[config.mk]
export PLATFORM = sky130hd
export DESIGN_NAME = seq_divider_flat
export DESIGN_NICKNAME = d
export VERILOG_FILES = /design/src/rtl/seq_divider_if.sv /design/src/rtl/seq_divider.sv /design/src/flat_wrapper.sv
export SDC_FILE = /design/constraint.sdc
export NUM_CORES = 1
export LEC_CHECK = 0
export ABC_AREA = 1
export CELL_PAD_IN_SITES_DETAIL_PLACEMENT = 2
export CELL_PAD_IN_SITES_GLOBAL_PLACEMENT = 2
export CORE_ASPECT_RATIO = 2
export CORE_MARGIN = 3
export CORE_UTILIZATION = 32
export CTS_CLUSTER_SIZE = 24
export DETAILED_ROUTE_END_ITERATION = 7
export GPL_TIMING_DRIVEN = 0
export PLACE_DENSITY_LB_ADDON = 0.1
export SYNTH_ARGS = -nofsm -noshare
export SYNTH_HDL_FRONTEND = slang
export SYNTH_SLANG_ARGS = --single-unit
[constraint.sdc]
create_clock -name clk -period 3.4 [get_ports clk]
set_clock_uncertainty 0.2 [all_clocks]
set_input_delay 0.51 -clock clk [delete_from_list [all_inputs] [get_ports clk]]
set_output_delay 0.51 -clock clk [all_outputs]
set_load 0.03 [all_outputs]
[src/rtl/seq_divider_if.sv]
// -----------------------------------------------------------------------------
// seq_divider_if
//
// Request/response bundle between the execute stage and the iterative divider.
//
// Signals:
//   start        requester -> divider  request a divide (taken only while busy=0)
//   signed_op    requester -> divider  1 = two's-complement, 0 = unsigned
//   dividend     requester -> divider  numerator, WIDTH bits
//   divisor      requester -> divider  denominator, WIDTH bits
//   busy         divider -> requester  operation in flight, pipeline must stall
//   done         divider -> requester  one-cycle pulse, results valid
//   quotient     divider -> requester  result quotient, held until next start
//   remainder    divider -> requester  result remainder, held until next start
//   div_by_zero  divider -> requester  divisor was zero, held until next start
//
// Modports: master = execute-stage requester, slave = divider.
// -----------------------------------------------------------------------------
interface seq_divider_if #(
    parameter int WIDTH = 64
);
    logic             start;
    logic             signed_op;
    logic [WIDTH-1:0] dividend;
    logic [WIDTH-1:0] divisor;
    logic             busy;
    logic             done;
    logic [WIDTH-1:0] quotient;
    logic [WIDTH-1:0] remainder;
    logic             div_by_zero;

    modport master (
        output start,
        output signed_op,
        output dividend,
        output divisor,
        input  busy,
        input  done,
        input  quotient,
        input  remainder,
        input  div_by_zero
    );

    modport slave (
        input  start,
        input  signed_op,
        input  dividend,
        input  divisor,
        output busy,
        output done,
        output quotient,
        output remainder,
        output div_by_zero
    );
endinterface

[src/rtl/seq_divider.sv]
// -----------------------------------------------------------------------------
// seq_divider
//
// Iterative restoring (shift-subtract) divider for the execute-stage divide
// path. One quotient bit is produced per clock by trial subtraction of the
// divisor magnitude from the partial remainder. Signed operands are reduced
// to magnitudes on entry and the signs are re-applied in a single fix-up
// cycle, giving quotients truncated toward zero and remainders that carry the
// sign of the dividend.
//
// Flow: IDLE -> RUN (WIDTH cycles) -> FIX -> DONE -> IDLE
//       IDLE -> DONE directly when the divisor is zero.
//
// Ports:
//   clk      rising-edge clock
//   reset_n  asynchronous active-low reset; aborts any operation in flight
//   div_if   seq_divider_if.slave: start/signed_op/dividend/divisor in,
//            busy/done/quotient/remainder/div_by_zero out (all registered)
//
// Latency: start sampled at edge N gives done high after edge N+WIDTH+2,
// or after edge N+1 for a zero divisor.
// -----------------------------------------------------------------------------
module seq_divider #(
    parameter int WIDTH = 64
) (
    input  logic         clk,
    input  logic         reset_n,
    seq_divider_if.slave div_if
);

    localparam int CW = $clog2(WIDTH);

    localparam logic [WIDTH-1:0] ZERO_W = {WIDTH{1'b0}};
    localparam logic [WIDTH-1:0] ONES_W = {WIDTH{1'b1}};
    localparam logic [WIDTH-1:0] ONE_W  = {{(WIDTH-1){1'b0}}, 1'b1};
    localparam logic [CW-1:0]    ZERO_C = {CW{1'b0}};
    localparam logic [CW-1:0]    ONE_C  = {{(CW-1){1'b0}}, 1'b1};
    localparam logic [CW-1:0]    LAST_C = CW'(WIDTH - 1);

    typedef enum logic [1:0] {
        ST_IDLE = 2'd0,
        ST_RUN  = 2'd1,
        ST_FIX  = 2'd2,
        ST_DONE = 2'd3
    } state_t;

    // Two's-complement negate when neg is set. The most negative value maps
    // onto itself, which read as unsigned is exactly its magnitude.
    function automatic logic [WIDTH-1:0] cond_negate(
        input logic [WIDTH-1:0] value,
        input logic             neg
    );
        logic [WIDTH-1:0] res;
        if (neg) begin
            res = ~value + ONE_W;
        end else begin
            res = value;
        end
        return res;
    endfunction

    // ------------------------------------------------------------------
    // State and datapath registers
    // ------------------------------------------------------------------
    state_t           state_q,     state_d;
    logic [CW-1:0]    cnt_q,       cnt_d;
    logic [WIDTH-1:0] prem_q,      prem_d;      // partial remainder
    logic [WIDTH-1:0] quo_q,       quo_d;       // dividend magnitude, shifts into quotient
    logic [WIDTH-1:0] dvs_q,       dvs_d;       // divisor magnitude
    logic             sgn_q,       sgn_d;       // latched signed_op
    logic             qneg_q,      qneg_d;      // quotient sign
    logic             rneg_q,      rneg_d;      // remainder sign
    logic             busy_q,      busy_d;
    logic             done_q,      done_d;
    logic [WIDTH-1:0] quotient_q,  quotient_d;
    logic [WIDTH-1:0] remainder_q, remainder_d;
    logic             dbz_q,       dbz_d;

    // ------------------------------------------------------------------
    // Combinational helpers
    // ------------------------------------------------------------------
    logic             dvd_neg_s;
    logic             dvs_neg_s;
    logic [WIDTH:0]   shift_s;
    logic [WIDTH+1:0] trial_s;
    logic             fits_s;

    // Operand sign detection and the trial subtraction for one RUN step.
    always_comb begin
        dvd_neg_s = div_if.signed_op & div_if.dividend[WIDTH-1];
        dvs_neg_s = div_if.signed_op & div_if.divisor[WIDTH-1];
        // Bring the next dividend bit into the partial remainder.
        shift_s   = {prem_q, quo_q[WIDTH-1]};
        // Two guard bits: the shifted value can exceed WIDTH bits.
        trial_s   = {1'b0, shift_s} - {2'b00, dvs_q};
        // A non-negative difference is always below the divisor and so has
        // both guard bits clear; a negative one has the top bit set.
        fits_s    = (trial_s[WIDTH+1:WIDTH] == 2'b00);
    end

    // Next-state and next-datapath logic for the divider FSM.
    always_comb begin
        state_d     = state_q;
        cnt_d       = cnt_q;
        prem_d      = prem_q;
        quo_d       = quo_q;
        dvs_d       = dvs_q;
        sgn_d       = sgn_q;
        qneg_d      = qneg_q;
        rneg_d      = rneg_q;
        quotient_d  = quotient_q;
        remainder_d = remainder_q;
        dbz_d       = dbz_q;

        case (state_q)
            ST_IDLE: begin
                if (div_if.start) begin
                    sgn_d  = div_if.signed_op;
                    qneg_d = dvd_neg_s ^ dvs_neg_s;
                    rneg_d = dvd_neg_s;
                    quo_d  = cond_negate(div_if.dividend, dvd_neg_s);
                    dvs_d  = cond_negate(div_if.divisor,  dvs_neg_s);
                    if (div_if.divisor == ZERO_W) begin
                        // Zero divisor: results are published right away,
                        // remainder is the raw dividend in either mode.
                        quotient_d  = ONES_W;
                        remainder_d = div_if.dividend;
                        dbz_d       = 1'b1;
                        state_d     = ST_DONE;
                    end else begin
                        prem_d  = ZERO_W;
                        cnt_d   = LAST_C;
                        state_d = ST_RUN;
                    end
                end else begin
                    state_d = ST_IDLE;
                end
            end

            ST_RUN: begin
                if (fits_s) begin
                    prem_d = trial_s[WIDTH-1:0];
                end else begin
                    prem_d = shift_s[WIDTH-1:0];
                end
                quo_d = {quo_q[WIDTH-2:0], fits_s};
                if (cnt_q == ZERO_C) begin
                    state_d = ST_FIX;
                end else begin
                    cnt_d = cnt_q - ONE_C;
                end
            end

            ST_FIX: begin
                quotient_d  = cond_negate(quo_q,  sgn_q & qneg_q);
                remainder_d = cond_negate(prem_q, sgn_q & rneg_q);
                dbz_d       = 1'b0;
                state_d     = ST_DONE;
            end

            ST_DONE: begin
                state_d = ST_IDLE;
            end

            default: begin
                state_d = ST_IDLE;
            end
        endcase

        // busy covers every non-IDLE state; done is a registered pulse one
        // edge after DONE, so busy has already dropped when done is seen.
        busy_d = (state_d != ST_IDLE);
        done_d = (state_q == ST_DONE);
    end

    // State, datapath and output registers with asynchronous clear.
    always_ff @(posedge clk or negedge reset_n) begin
        if (!reset_n) begin
            state_q     <= ST_IDLE;
            cnt_q       <= ZERO_C;
            prem_q      <= ZERO_W;
            quo_q       <= ZERO_W;
            dvs_q       <= ZERO_W;
            sgn_q       <= 1'b0;
            qneg_q      <= 1'b0;
            rneg_q      <= 1'b0;
            busy_q      <= 1'b0;
            done_q      <= 1'b0;
            quotient_q  <= ZERO_W;
            remainder_q <= ZERO_W;
            dbz_q       <= 1'b0;
        end else begin
            state_q     <= state_d;
            cnt_q       <= cnt_d;
            prem_q      <= prem_d;
            quo_q       <= quo_d;
            dvs_q       <= dvs_d;
            sgn_q       <= sgn_d;
            qneg_q      <= qneg_d;
            rneg_q      <= rneg_d;
            busy_q      <= busy_d;
            done_q      <= done_d;
            quotient_q  <= quotient_d;
            remainder_q <= remainder_d;
            dbz_q       <= dbz_d;
        end
    end

    assign div_if.busy        = busy_q;
    assign div_if.done        = done_q;
    assign div_if.quotient    = quotient_q;
    assign div_if.remainder   = remainder_q;
    assign div_if.div_by_zero = dbz_q;

endmodule

[src/flat_wrapper.sv]
// flat-port wrapper written by rule: the top's interface ports become plain ports
module seq_divider_flat 
#(
    parameter int WIDTH = 64
)
  (clk, reset_n, div_if_start, div_if_signed_op, div_if_dividend, div_if_divisor, div_if_busy, div_if_done, div_if_quotient, div_if_remainder, div_if_div_by_zero);
  seq_divider_if #(.WIDTH(WIDTH)) div_if_i ();
  input  logic clk;
  input  logic reset_n;
  input wire logic [$bits(div_if_i.start)-1:0] div_if_start;
  input wire logic [$bits(div_if_i.signed_op)-1:0] div_if_signed_op;
  input wire logic [$bits(div_if_i.dividend)-1:0] div_if_dividend;
  input wire logic [$bits(div_if_i.divisor)-1:0] div_if_divisor;
  output wire logic [$bits(div_if_i.busy)-1:0] div_if_busy;
  output wire logic [$bits(div_if_i.done)-1:0] div_if_done;
  output wire logic [$bits(div_if_i.quotient)-1:0] div_if_quotient;
  output wire logic [$bits(div_if_i.remainder)-1:0] div_if_remainder;
  output wire logic [$bits(div_if_i.div_by_zero)-1:0] div_if_div_by_zero;
  assign div_if_i.start = div_if_start;
  assign div_if_i.signed_op = div_if_signed_op;
  assign div_if_i.dividend = div_if_dividend;
  assign div_if_i.divisor = div_if_divisor;
  assign div_if_busy = div_if_i.busy;
  assign div_if_done = div_if_i.done;
  assign div_if_quotient = div_if_i.quotient;
  assign div_if_remainder = div_if_i.remainder;
  assign div_if_div_by_zero = div_if_i.div_by_zero;
  seq_divider #(.WIDTH(WIDTH)) u_core (.clk(clk), .reset_n(reset_n), .div_if(div_if_i));
endmodule
==> results.sh <==
export IMPL_syn_nets=4875
export IMPL_clk_latency_ns=0.63
export IMPL_total_power_w=0.0399
export IMPL_muxShareOfSynthArea=0
export IMPL_htreeDepth=2
export IMPL_critPathKind="reg -> reg"
export IMPL_final_hold_violation_count=0
export IMPL_finalInstanceArea_um2=34800
export IMPL_wl_per_cell_um=33.1
export IMPL_fillers=10864
export IMPL_synth_top_cell_area_share=0.295
export IMPL_vias=35518
export IMPL_final_max_slew_viol_count=11
export IMPL_power_frac_seq=0.192
export IMPL_drive_gt1_frac=0.0660
export IMPL_dpl_cell_area_um2=32500
export IMPL_avgSynthCellArea_um2=6.07
export IMPL_routedLengthMet1_um=58800
export IMPL_crit_family="buffers and inverters"
export IMPL_die_w_um=216
export IMPL_irDropWorstVdd_v=0.000378
export IMPL_grt_usage=0.416
export IMPL_tightest_slew_ns=1.61
export IMPL_synthAdderAreaFrac=0.0312
export IMPL_p_per_area_nw_per_um2=1150
export IMPL_grt_max_degree=115
export IMPL_critPathCaptureType="register"
export IMPL_drc=0
export IMPL_crit_fanout=10
export IMPL_synth_top_family_by_area="simple AND/OR/NAND/NOR gates"
export IMPL_grt_pass1_vias=39613
export IMPL_min_period_ns=3.64
export IMPL_post_route_period_util=1.07
export IMPL_crit_chain="nor2_2, inv_1, nor2_4, clkbuf_2, buf_2, nand3_1, nand2_1"
export IMPL_p_sw_frac=0.595
export IMPL_status="complete, but fails checks"
export IMPL_violations="capacitance limit, slew limit, setup timing"
export IMPL_syn_area_um2=28400
export IMPL_setup_viol=141
export IMPL_multi_input_area_um2=17400
export IMPL_fp_dieH_um=427
export IMPL_power_frac_comb=0.698
export IMPL_yosysWarnings=0
export IMPL_netlist_top_cells_area="dfrtp_1, nand2_1, inv_1, nor2_1, nand3_1"
export IMPL_p_leak_nw=16.7
export IMPL_p_int_w=0.0162
export IMPL_dieArea_um2=92400
export IMPL_routed_via_density=5.73
export IMPL_area_growth_pct=22.8
export IMPL_arrival_ns=3.99
export IMPL_final_cell_mix="nand2_1, inv_1, nor2_1, nand3_1, dfrtp_1"
export IMPL_async_flop_share=1.00
export IMPL_dr_pass1_iters=5
export IMPL_yosysTopAreaCell="dfrtp_1"
export IMPL_cts_root_buffer="clkbuf_16"
export IMPL_worst_path_buf_inv=3
export IMPL_synthFlopType="dfrtp_1"
export IMPL_gr_total_overflow=0
export IMPL_clk_pin_slew_worst_paths_ns=0.08
export IMPL_rsz0062_at_grt="true"
export IMPL_clkPwrFrac=0.110
export IMPL_synthCells=4673
export IMPL_worst_slack_ns=-0.244
export IMPL_synth_compound_area_frac=0.111
export IMPL_maxSlewHeadroom=-0.0706
export IMPL_cts_num_sinks=334
export IMPL_cp_data_required_time_ns=3.75
export IMPL_drt_initial_drc_count=2143
export IMPL_holdWs_ns=0.289
export IMPL_rows=153
export IMPL_synthXorXnorAreaFrac=0.0436
export IMPL_p_sw_w=0.0238
export IMPL_core_um2=87500
export IMPL_synth_distinct_cells=48
export IMPL_synth_simple_area_share=0.404
export IMPL_seq_area_um2=8370
export IMPL_met2_length_um=105000
export IMPL_io_pins=263
export IMPL_synth_edf_count=0
export IMPL_cts_path_max_buffers=3
export IMPL_setup_worst_path_start_class="register"
export IMPL_finalSetupTns_ns=-10.84
export IMPL_ys_ff_latch=334
export IMPL_fmax_mhz=274
export IMPL_detail_route_antenna_nets=0
export IMPL_final_common_cell="nand2_1"
export IMPL_max_cap_violations=1
export IMPL_cts_tree="done"
export IMPL_synth_yosys_seq_area_share=0.295
export IMPL_grt_antenna_before_repair=8
export IMPL_cts_buffers=36
export IMPL_routed_wl_um=205000
export IMPL_fin_nets=5203
export IMPL_place_ws_ns=-2.40
export IMPL_start_util=0.324
export IMPL_critPathMaxStageDelay_ns=0.71
export IMPL_hold_class="reg -> reg"
export IMPL_portBuffers=262
export IMPL_dp_final_hpwl_um=158000
export IMPL_highest_layer="met5"
export IMPL_crit_slowest_cell="buf_2"
export IMPL_globalplace_congestion=1.01
export IMPL_rrSetupSlack_ns=-0.24
export IMPL_grt_pass1_wl_um=274000
export IMPL_wl_met3_um=9300
[layout make-up]
cell class	instances	area share
multi-input cells	3498	0.500
flip-flops and latches	334	0.240
repair buffers	290	0.0848
inverters	705	0.0761
well taps	1162	0.0417
clock buffers	48	0.0301
plain buffers	136	0.0221
clock inverters	17	0.00445
diodes	7	0.000503
[logic make-up (layout without fill, tap and decap cells)]
| kind of cell | count (synthesis) | after routing |
|---|---|---|
| other cells | 0 | 7 |
| fa+ha+maj | 70 | 70 |
| flops | 334 | 334 |
| xor+xnor | 141 | 141 |
| compound gates | 558 | 558 |
| buf+inv | 841 | 1196 |
| simple gates | 2729 | 2729 |
[worst reg2reg max path, cell delays in order (launching register included)]
cell and delay, ns:
dfrtp_1 0.47, nor2_2 0.48, inv_1 0.32, nor2_4 0.46, clkbuf_2 0.56, buf_2 0.72, nand3_1 0.25, nand2_1 0.11
[cells in the mapped netlist (all sizes together), types with 3 or more instances]
cell	n
nand2	1422
inv	702
nor2	632
nand3	369
dfrtp	334
o21ai	265
a21oi	153
nor3	118
nand4	101
xor2	100
clkbuf	86
ha	69
buf	50
a22oi	47
xnor2	41
or2	27
o211ai	25
nand3b	21
o21a	21
nor4	20
o221ai	13
o22ai	10
o31ai	9
a31oi	8
and3	7
and2	6
nor3b	6
a21boi	4
clkinv	3
[metal layers]
metal | up-vias | GRT usage
met2 | 1554 | 0.772
met4 | 6 | 0.529
met1 | 17456 | 0.331
li1 | 15517 | -
met3 | 985 | 0.0594
met5 | - | 0
[path summary, 6_finish.rpt]
kind                                         from                        end  cells after the start
worst max-delay path            u_core.state_q[0]           u_core.quo_q[57]                      7
worst min-delay path             u_core.dvs_q[52]           u_core.dvs_q[52]                      2
worst max register to register  u_core.state_q[0]           u_core.quo_q[57]                      7
worst min register to register   u_core.dvs_q[52]           u_core.dvs_q[52]                      2
max in group asynchronous                 reset_n          u_core.prem_q[58]                      4
min in group asynchronous                 reset_n  u_core.div_if.quotient[8]                      3
[stage by stage]
step                 util  std cells
finish              0.398       6197
global route        0.398       6192
CTS                 0.391       6179
detailed placement  0.372       6100
global placement    0.371       6097
floorplan               -       4673
[flip-flops by register name, indices dropped and copies added, names as in the netlist]
name	cells
u_core.rneg_q	1
u_core.quo_q	64
u_core.div_if.remainder	64
u_core.qneg_q	1
u_core.state_q	2
u_core.div_if.quotient	64
u_core.div_if.busy	1
u_core.dvs_q	64
u_core.sgn_q	1
u_core.cnt_q	6
u_core.div_if.done	1
u_core.div_if.div_by_zero	1
u_core.prem_q	64
[power by group through the flow]
stage / Combinational [W] / Sequential (W) / Clock (W)
finish: 0.0279 / 0.00768 / 0.00439
global placement: 0.0227 / 0.00734 / 0
CTS: 0.0250 / 0.00742 / 0.00437
detailed placement: 0.0239 / 0.00745 / 0
floorplan: 0.0145 / 0.00727 / 0
global route: 0.0298 / 0.00782 / 0.00451
[timing repair]
item                                   4_1_cts  5_1_grt
setup endpoints to repair                  329      206
setup buffers                               12       11
pin swaps                                   10       14
endpoints found under the hold margin      111        0
hold buffers                                 1        0
cloned                                       1        0
resized for setup                          116      125
Note: power is estimated with default switching activity, not from simulation.
